`src/rtl/crc_parallel_if.sv`:
```
// Beat stream in, finished CRC + beat count out, both on valid/ready.
// crc_match is present only when CRC_CHECK_EN is defined.
interface crc_parallel_if #(
  parameter int DATA_W  = 8,
  parameter int CRC_LEN = 16,
  parameter int LEN_W   = 16
);
  logic               in_valid;
  logic               in_ready;
  logic [DATA_W-1:0]  in_data;
  logic               in_last;
  logic               in_abort;
  logic               crc_valid;
  logic               crc_ready;
  logic [CRC_LEN-1:0] crc_out;
  logic [LEN_W-1:0]   len_out;
`ifdef CRC_CHECK_EN
  logic               crc_match;
`endif

  // master: the stream source / result consumer side
  modport master (
    output in_valid, in_data, in_last, in_abort, crc_ready,
    input  in_ready, crc_valid, crc_out, len_out
`ifdef CRC_CHECK_EN
    , input crc_match
`endif
  );

  // slave: the CRC engine
  modport slave (
    input  in_valid, in_data, in_last, in_abort, crc_ready,
    output in_ready, crc_valid, crc_out, len_out
`ifdef CRC_CHECK_EN
    , output crc_match
`endif
  );
endinterface

```
`src/rtl/crc_parallel.sv`:
```
// Parallel MSB-first CRC over DATA_W bits/beat; CRC_CHECK_EN adds residue check (crc_match).
// Latency: crc_valid rises the cycle after the in_last beat is accepted.
// Backpressure: in_ready drops while a result is held; it waits for crc_ready, never dropped.
module crc_parallel #(
  parameter int                 CRC_LEN        = 16,
  parameter logic [CRC_LEN-1:0] CRC_POLYNOMIAL = 16'h8005,
  parameter int                 DATA_W         = 8,
  parameter logic [CRC_LEN-1:0] CRC_INIT       = '0,
  parameter logic [CRC_LEN-1:0] XOR_OUT        = '0,
  parameter int                 LEN_W          = 16
`ifdef CRC_CHECK_EN
  , parameter logic [CRC_LEN-1:0] CHECK_RESIDUE = '0
`endif
) (
  input logic          clk_in,
  input logic          reset,
  crc_parallel_if.slave io
);

  typedef enum logic [1:0] {
    IDLE = 2'd0,
    RUN  = 2'd1,
    HOLD = 2'd2
  } state_t;

  state_t             state;
  logic [CRC_LEN-1:0] crc_reg;
  logic [CRC_LEN-1:0] crc_next;
  logic [LEN_W-1:0]   beat_cnt;
  logic [LEN_W-1:0]   cnt_inc;
  logic               crc_valid_r;
  logic [CRC_LEN-1:0] crc_out_r;
  logic [LEN_W-1:0]   len_out_r;
`ifdef CRC_CHECK_EN
  logic               crc_match_r;
`endif

  // DATA_W serial steps unrolled into one combinational cone
  function automatic logic [CRC_LEN-1:0] crc_advance(
    input logic [CRC_LEN-1:0] c,
    input logic [DATA_W-1:0]  d
  );
    logic [CRC_LEN-1:0] r;
    r = c;
    for (int i = DATA_W - 1; i >= 0; i--) begin
      if (r[CRC_LEN-1] ^ d[i]) begin
        r = {r[CRC_LEN-2:0], 1'b0} ^ CRC_POLYNOMIAL;
      end else begin
        r = {r[CRC_LEN-2:0], 1'b0};
      end
    end
    return r;
  endfunction

  always_comb begin
    crc_next = crc_advance(crc_reg, io.in_data);
  end

  assign cnt_inc = (beat_cnt == {LEN_W{1'b1}}) ? beat_cnt : beat_cnt + LEN_W'(1);

  assign io.in_ready  = (state != HOLD);
  assign io.crc_valid = crc_valid_r;
  assign io.crc_out   = crc_out_r;
  assign io.len_out   = len_out_r;
`ifdef CRC_CHECK_EN
  assign io.crc_match = crc_match_r;
`endif

  always_ff @(posedge clk_in or posedge reset) begin
    if (reset) begin
      state       <= IDLE;
      crc_reg     <= CRC_INIT;
      beat_cnt    <= '0;
      crc_valid_r <= 1'b0;
      crc_out_r   <= '0;
      len_out_r   <= '0;
`ifdef CRC_CHECK_EN
      crc_match_r <= 1'b0;
`endif
    end else begin
      case (state)
        IDLE, RUN: begin
          // abort wins over any beat presented in the same cycle
          if (io.in_abort) begin
            state    <= IDLE;
            crc_reg  <= CRC_INIT;
            beat_cnt <= '0;
          end else if (io.in_valid) begin
            crc_reg  <= crc_next;
            beat_cnt <= cnt_inc;
            if (io.in_last) begin
              state       <= HOLD;
              crc_valid_r <= 1'b1;
              crc_out_r   <= crc_next ^ XOR_OUT;
              len_out_r   <= cnt_inc;
`ifdef CRC_CHECK_EN
              crc_match_r <= (crc_next == CHECK_RESIDUE);
`endif
            end else begin
              state <= RUN;
            end
          end
        end
        HOLD: begin
          if (io.crc_ready) begin
            state       <= IDLE;
            crc_valid_r <= 1'b0;
            crc_reg     <= CRC_INIT;
            beat_cnt    <= '0;
`ifdef CRC_CHECK_EN
            crc_match_r <= 1'b0;
`endif
          end
        end
        default: begin
          state <= IDLE;
        end
      endcase
    end
  end

endmodule

```
`src/flat_wrapper.sv`:
```
// flat-port wrapper written by rule: the top's interface ports become plain ports
module crc_parallel_flat 
#(
  parameter int                 CRC_LEN        = 16,
  parameter logic [CRC_LEN-1:0] CRC_POLYNOMIAL = 16'h8005,
  parameter int                 DATA_W         = 8,
  parameter logic [CRC_LEN-1:0] CRC_INIT       = '0,
  parameter logic [CRC_LEN-1:0] XOR_OUT        = '0,
  parameter int                 LEN_W          = 16

)
  (clk_in, reset, io_in_valid, io_in_data, io_in_last, io_in_abort, io_crc_ready, io_in_ready, io_crc_valid, io_crc_out, io_len_out);
  crc_parallel_if #(.DATA_W(DATA_W), .CRC_LEN(CRC_LEN), .LEN_W(LEN_W)) io_i ();
  input logic clk_in;
  input logic reset;
  input wire logic [$bits(io_i.in_valid)-1:0] io_in_valid;
  input wire logic [$bits(io_i.in_data)-1:0] io_in_data;
  input wire logic [$bits(io_i.in_last)-1:0] io_in_last;
  input wire logic [$bits(io_i.in_abort)-1:0] io_in_abort;
  input wire logic [$bits(io_i.crc_ready)-1:0] io_crc_ready;
  output wire logic [$bits(io_i.in_ready)-1:0] io_in_ready;
  output wire logic [$bits(io_i.crc_valid)-1:0] io_crc_valid;
  output wire logic [$bits(io_i.crc_out)-1:0] io_crc_out;
  output wire logic [$bits(io_i.len_out)-1:0] io_len_out;
  assign io_i.in_valid = io_in_valid;
  assign io_i.in_data = io_in_data;
  assign io_i.in_last = io_in_last;
  assign io_i.in_abort = io_in_abort;
  assign io_i.crc_ready = io_crc_ready;
  assign io_in_ready = io_i.in_ready;
  assign io_crc_valid = io_i.crc_valid;
  assign io_crc_out = io_i.crc_out;
  assign io_len_out = io_i.len_out;
  crc_parallel #(.CRC_LEN(CRC_LEN), .CRC_POLYNOMIAL(CRC_POLYNOMIAL), .DATA_W(DATA_W), .CRC_INIT(CRC_INIT), .XOR_OUT(XOR_OUT), .LEN_W(LEN_W)) u_core (.clk_in(clk_in), .reset(reset), .io(io_i));
endmodule
```
`config.mk`:
```
export PLATFORM = sky130hd
export DESIGN_NAME = crc_parallel_flat
export DESIGN_NICKNAME = d
export VERILOG_FILES = /design/src/rtl/crc_parallel_if.sv /design/src/rtl/crc_parallel.sv /design/src/flat_wrapper.sv
export SDC_FILE = /design/constraint.sdc
export NUM_CORES = 1
export LEC_CHECK = 0
export BUFFER_PORTS_ARGS = -buffer_cell sky130_fd_sc_hd__buf_4
export CAP_MARGIN = 20
export CORE_ASPECT_RATIO = 1.2
export CORE_MARGIN = 2
export CORE_UTILIZATION = 50
export CTS_CLUSTER_DIAMETER = 200
export CTS_CLUSTER_SIZE = 12
export DETAILED_ROUTE_END_ITERATION = 16
export HOLD_SLACK_MARGIN = 0.1
export PLACE_DENSITY = 0.78
export SLEW_MARGIN = 20
export SYNTH_ARGS = -nofsm -noshare
export SYNTH_HDL_FRONTEND = slang
export SYNTH_SLANG_ARGS = --single-unit
```
`constraint.sdc`:
```
create_clock -name clk_in -period 6.9 [get_ports clk_in]
set_clock_uncertainty 0.2 [all_clocks]
set_input_delay 1.38 -clock clk_in [delete_from_list [all_inputs] [get_ports clk_in]]
set_output_delay 1.38 -clock clk_in [all_outputs]
set_load 0.03 [all_outputs]
```
==> results.sh, run 1 <==
export IMPL_met2_length_um=3400
export IMPL_synth_most_common_cell="nand2_1"
export IMPL_synth_area_um2=3170
export IMPL_drc=0
export IMPL_fin_ws_ns=3.99
export IMPL_end_kind="flip-flop"
export IMPL_worstPathMaxFanout=3
export IMPL_fin_nets=394
export IMPL_finalSetupViolations=0
export IMPL_path_class="primary input to flip-flop"
export IMPL_outcome="completed"
export IMPL_grt_pass1_vias=2466
export IMPL_slew_viol_final=0
export IMPL_synth_top_cells_by_count="nand2_1 (78), dfrtp_1 (67), o21ai_0 (44), xnor2_1 (23), nor2_1 (18)"
export IMPL_crit_path_frequent_cell="xnor2_1"
export IMPL_post_cts_setup_buffers=0
export IMPL_worst_r2r_cell_count=6
export IMPL_drt_iter0_drc=229
export IMPL_cts_resized=0
export IMPL_drv_cap=0
export IMPL_first_pass_iters=4
export IMPL_start_util_pct=52.1
export IMPL_power_density_nw_per_um2=312
export IMPL_ys_ff_latch=67
export IMPL_synth_edf_count=0
export IMPL_critPathMaxStageDelay_ns=0.43
export IMPL_synthArstFlopShare_pct=100
export IMPL_period_share_pct=42.2
export IMPL_dp_hpwl_um=4510
export IMPL_crit_arrival_ns=2.92
export IMPL_viasPerCell=5.49
export IMPL_setup_tns_final_ns=0
export IMPL_io_pins=48
export IMPL_min_period_ns=2.91
export IMPL_wl_um=6880
export IMPL_root_buffer="clkbuf_8"
export IMPL_ant_nets=0
export IMPL_rr_endpoint="u_core.beat_cnt[13]"
export IMPL_clk_pin_slew_ns=0.08
export IMPL_cts_htree_levels=3
export IMPL_cp_startpoint="io_in_data[1]"
export IMPL_synth_cells=335
export IMPL_maxSlewHeadroom_pct=29.9
export IMPL_holdPathEnd="u_core.io.crc_out[13]"
export IMPL_grt_overflow=0
export IMPL_path_delay_family="XOR/XNOR gates"
export IMPL_globalplace_congestion=0.902
export IMPL_ctsHoldBuffers=0
export IMPL_crit_chain="buf_4 -> xnor2_1 -> xnor3_1 -> xnor3_2 -> xnor2_1 -> o21ai_0"
export IMPL_synthTopCellsByArea="dfrtp_1 (53%), nand2_1 (9.2%), o21ai_0 (6.9%)"
export IMPL_slowest_stage="xnor3_1"
export IMPL_grt_max_degree=68
export IMPL_start_kind="primary input"
export IMPL_drive_gt1_share_pct=19.3
export IMPL_yosysUniqueCellTypes=41
export IMPL_die_y_um=91.2
export IMPL_avgSynthCellArea_um2=9.46
export IMPL_n_antenna_cell=0
export IMPL_antenna_found_initial=0
export IMPL_regArea_um2=1680
export IMPL_holdCritStartpoint="u_core.io.crc_out[13]"
export IMPL_min_path_cells=2
export IMPL_p_leak_nw=1.78
export IMPL_die_w_um=76.7
export IMPL_ir_drop_mv=0.170
export IMPL_grtUsageTotal_pct=21.0
export IMPL_syn_nets=350
export IMPL_port_buffers=47
export IMPL_clockBufferDepth=2
export IMPL_syn_to_final_growth_pct=19.8
export IMPL_r2r_slack_ns=4.42
export IMPL_stdcell_count=466
export IMPL_worstMarginPinSlew_ns=1.04
export IMPL_via_count=2560
export IMPL_cts_made_buffers=9
export IMPL_clk_latency_ns=0.36
export IMPL_fillCellCount=499
export IMPL_yosys_area_top_type="dfrtp_1"
export IMPL_dpl_worst_slack_ns=3.48
export IMPL_core_um2=6090
export IMPL_maxUsedRoutingLayer="met4"
export IMPL_finalHoldViolations=0
export IMPL_wl_met3_um=309
export IMPL_die_area_um2=7000
export IMPL_path_depth=6
export IMPL_required_ns=6.91
export IMPL_routedWlPerCell_um=14.8
export IMPL_fmax_mhz=343
export IMPL_place_inst=449
export IMPL_cts_tree="built"
export IMPL_cp_num_buf_inv=1
export IMPL_reg2reg_from="u_core.beat_cnt[0]"
export IMPL_rsz0062_at_grt="false"
export IMPL_synth_main_ff_cell="dfrtp_1"
export IMPL_ys_warn_count=0
export IMPL_ys_seq_area_share_pct=52.9
export IMPL_met1Wirelength_um=2980
export IMPL_p_total_mw=1.19
export IMPL_multiInputGateArea_um2=1420
export IMPL_grt_pass1_wl_um=11400
export IMPL_rows=31
export IMPL_synth_top_area_share_pct=52.9
export IMPL_holdCritPathClass="flip-flop to flip-flop"
export IMPL_clock_sinks=67
-- metrics by stage --
step	instance area [um^2]	hold slack (ns)	utilization [%]
after detailed placement	3570	0.272	58.7
final	3800	0.284	62.4
after global routing	3800	0.314	62.4
after global placement	3570	0.261	58.7
after CTS	3780	0.288	62.0
after floorplan	3170	0.259	-
-- worst min-delay path, delay by kind of cell, from the launching register on --
kind	cells	cell delay [ns]
simple gates	2	0.11
flops	1	0.35
-- final cells by class --
type                    count  share of cell area, %
flip-flops and latches     67                   44.2
multi-input cells         248                   37.4
repair buffers             49                   10.0
clock buffers              10                   3.62
well taps                  82                   2.70
clock inverters             6                   1.71
inverters                   4                  0.395
-- kinds of logic after synthesis --
family	share of synthesized area (%)
AO/OA/AOI/OAI	15.2
XOR/XNOR	10.3
adder cells (fa/ha/maj)	0.395
buffers and inverters	2.49
flip-flops	52.9
multiplexers	0.631
AND/OR/NAND/NOR	18.2
-- power breakdown --
| part | switching, mW | leakage [nW] | internal (mW) |
|---|---|---|---|
| clock | 0.159 | 0.102 | 0.176 |
| combinational | 0.217 | 0.778 | 0.144 |
| sequential | 0.0376 | 0.897 | 0.452 |
-- how the worst max path moves through the flow --
stage,slack [ns],endpoint
6_report,3.99,u_core.crc_reg[15]
5_1_grt,3.90,u_core.crc_reg[15]
4_1_cts,3.86,u_core.io.len_out[13]
3_5_place_dp,3.48,u_core.io.len_out[13]
3_3_place_gp,3.55,u_core.io.len_out[13]
2_1_floorplan,3.64,u_core.beat_cnt[0]
-- cells in the final DEF, fill, tap and decap left out, types with 2 or more instances in the layout --
cell type	Yosys	layout
a211oi_1	2	2
a21o_1	2	2
a21oi_1	13	13
a22o_1	6	6
a31oi_1	3	3
and3_1	4	4
buf_4	1	48
clkbuf_8	0	10
clkinv_2	0	2
clkinv_4	0	2
dfrtp_1	67	67
inv_1	4	3
mux2i_1	2	2
nand2_1	78	78
nand3_1	14	13
nand4_1	2	2
nor2_1	18	18
nor4_1	4	4
o21ai_0	44	43
o21ai_1	3	4
o22a_1	2	2
xnor2_1	23	23
xor2_1	9	9
-- metal layers --
metal / global-route usage, % / vias to the layer above
met5: 0 / -
met4: 12.7 / 0
met3: 4.47 / 13
met2: 34.1 / 75
met1: 25.6 / 1230
li1: - / 1242
Note: power is estimated with default switching activity, not from simulation.
==> run 2: changes to the inputs <==
Settings changed: PLACE_DENSITY 0.78 to 0.81.
Clock period 6.9 ns to 2.4 ns, I/O delays scaled along.
==> run 2 against run 1 <==
Register-to-register slack lost 4.3 ns. Combinational power grew to 3.0 times the previous value. Wire length grew 4.2%. Sequential share of layout area shrank 1.3 points. Flip-flop and latch count is the same. Critical path depth is the same. Largest power group unchanged.
==> results.sh, run 2 (synthesized netlist as in run 1, its figures left out) <==
export IMPL_finish_utilization_pct=64.3
export IMPL_ir_drop_mv=0.517
export IMPL_cts_made_buffers=9
export IMPL_holdCritPathClass="primary input to flip-flop"
export IMPL_ant_nets=0
export IMPL_outcome="completed"
export IMPL_clock_sinks=67
export IMPL_worstMarginPinSlew_ns=0.535
export IMPL_grt_overflow=0
export IMPL_whs_ns=0.145
export IMPL_path_class="flip-flop to flip-flop"
export IMPL_setup_tns_final_ns=0
export IMPL_rows=31
export IMPL_period_share_pct=96.0
export IMPL_antenna_found_initial=0
export IMPL_crit_arrival_ns=2.35
export IMPL_port_buffers=47
export IMPL_crit_chain="ha_1 -> nand3_4 -> or4_4 -> nor2_1 -> a21oi_1 -> o22ai_1"
export IMPL_slowest_stage="or4_4"
export IMPL_fmax_mhz=434
export IMPL_cp_startpoint="u_core.beat_cnt[0]"
export IMPL_worstPathMaxFanout=8
export IMPL_required_ns=2.45
export IMPL_end_kind="flip-flop"
export IMPL_wl_um=7180
export IMPL_power_density_nw_per_um2=925
export IMPL_rsz0062_at_grt="false"
export IMPL_slew_viol_final=0
export IMPL_root_buffer="clkbuf_8"
export IMPL_finalSetupViolations=0
export IMPL_place_inst=459
export IMPL_clk_latency_ns=0.34
export IMPL_grt_pass1_vias=2641
export IMPL_die_w_um=76.7
export IMPL_cts_tree="built"
export IMPL_grtUsageTotal_pct=22.1
export IMPL_cts_htree_levels=3
export IMPL_most_common_layout_cells="nand2_1 (78), dfrtp_1 (67), buf_4 (57)"
export IMPL_grt_max_degree=68
export IMPL_n_antenna_cell=0
export IMPL_p_leak_nw=1.84
export IMPL_globalplace_congestion=0.900
export IMPL_die_area_um2=7000
export IMPL_syn_to_final_growth_pct=23.5
export IMPL_io_pins=48
export IMPL_die_y_um=91.2
export IMPL_post_cts_setup_buffers=0
export IMPL_maxSlewHeadroom_pct=64.0
export IMPL_fin_nets=404
export IMPL_critPathMaxStageDelay_ns=0.61
export IMPL_final_common_cell="nand2_1"
export IMPL_stdcell_count=476
export IMPL_clockBufferDepth=2
export IMPL_start_util_pct=52.1
export IMPL_start_kind="flip-flop"
export IMPL_first_pass_iters=5
export IMPL_dp_hpwl_um=5090
export IMPL_reg2reg_from="u_core.beat_cnt[0]"
export IMPL_core_um2=6090
export IMPL_viasPerCell=5.44
export IMPL_fin_ws_ns=0.0970
export IMPL_drive_gt1_share_pct=20.6
export IMPL_via_count=2589
export IMPL_drv_cap=0
export IMPL_routedWlPerCell_um=15.1
export IMPL_drc=0
export IMPL_finalHoldViolations=0
export IMPL_clk_pin_slew_ns=0.07
export IMPL_grt_pass1_wl_um=12300
export IMPL_dpl_worst_slack_ns=0.132
export IMPL_holdCritStartpoint="io_in_abort"
export IMPL_fillCellCount=493
export IMPL_drt_iter0_drc=230
export IMPL_min_period_ns=2.30
-- run 2: cell types whose count changed in the layout (fill, tap and decap cells not counted), sizes merged --
cell | previous run | this run
dlygate4sd3 | 0 | 1
clkinv | 4 | 0
bufinv | 1 | 3
clkbuf | 10 | 12
buf | 49 | 58
-- run 2: per-stage QoR --
step	total power, mW	area [um^2]
after CTS	3.65	3920
after global routing	3.81	3920
final	3.62	3920
after detailed placement	2.51	3660
after global placement	2.47	3660
after floorplan	2.13	3170
-- run 2: path summary, 6_finish.rpt --
path,endpoint,slack [ns],depth (start not counted)
max,u_core.beat_cnt[1],0.1,6
min,u_core.state[0],0.14,2
max reg2reg,u_core.beat_cnt[1],0.1,6
min reg2reg,u_core.io.crc_out[11],0.28,2
max in group asynchronous,u_core.io.len_out[3],1.14,4
min in group asynchronous,u_core.io.crc_out[5],0.58,4
-- run 2: final cells by class --
| class | instances | area (um^2) | area share (%) |
|---|---|---|---|
| multi-input cells | 248 | 1420 | 36.3 |
| clock buffers | 12 | 145 | 3.71 |
| flip-flops and latches | 67 | 1680 | 42.8 |
| inverters | 4 | 15.0 | 0.384 |
| repair buffers | 59 | 458 | 11.7 |
| clock inverters | 4 | 97.6 | 2.49 |
| well taps | 82 | 103 | 2.62 |
-- run 2: worst max-delay path: cells and delay by family (launching register included) --
| kind | cells | cell delay (ns) |
|---|---|---|
| compound gates | 2 | 0.33 |
| fa+ha+maj | 1 | 0.27 |
| flops | 1 | 0.45 |
| simple gates | 3 | 0.96 |
-- run 2: routing by layer --
metal | share of wire, % | global-route usage [%] | wire (um) | up-vias
met5 | 0 | 0 | 0 | -
met4 | 1.3 | 8.03 | 96 | 0
met3 | 4.4 | 6.16 | 317 | 11
met2 | 51 | 38.2 | 3690 | 81
met1 | 43 | 26.1 | 3080 | 1240
li1 | - | - | - | 1257
-- run 2: report_power, final --
group / switching, mW / internal (mW)
logic: 0.633 / 0.439
registers: 0.109 / 1.30
clock network: 0.419 / 0.720
-- run 2: what timing repair did --
action	CTS	global route
hold buffers	1	0
hold endpoints to repair	67	0
resized for setup	0	0
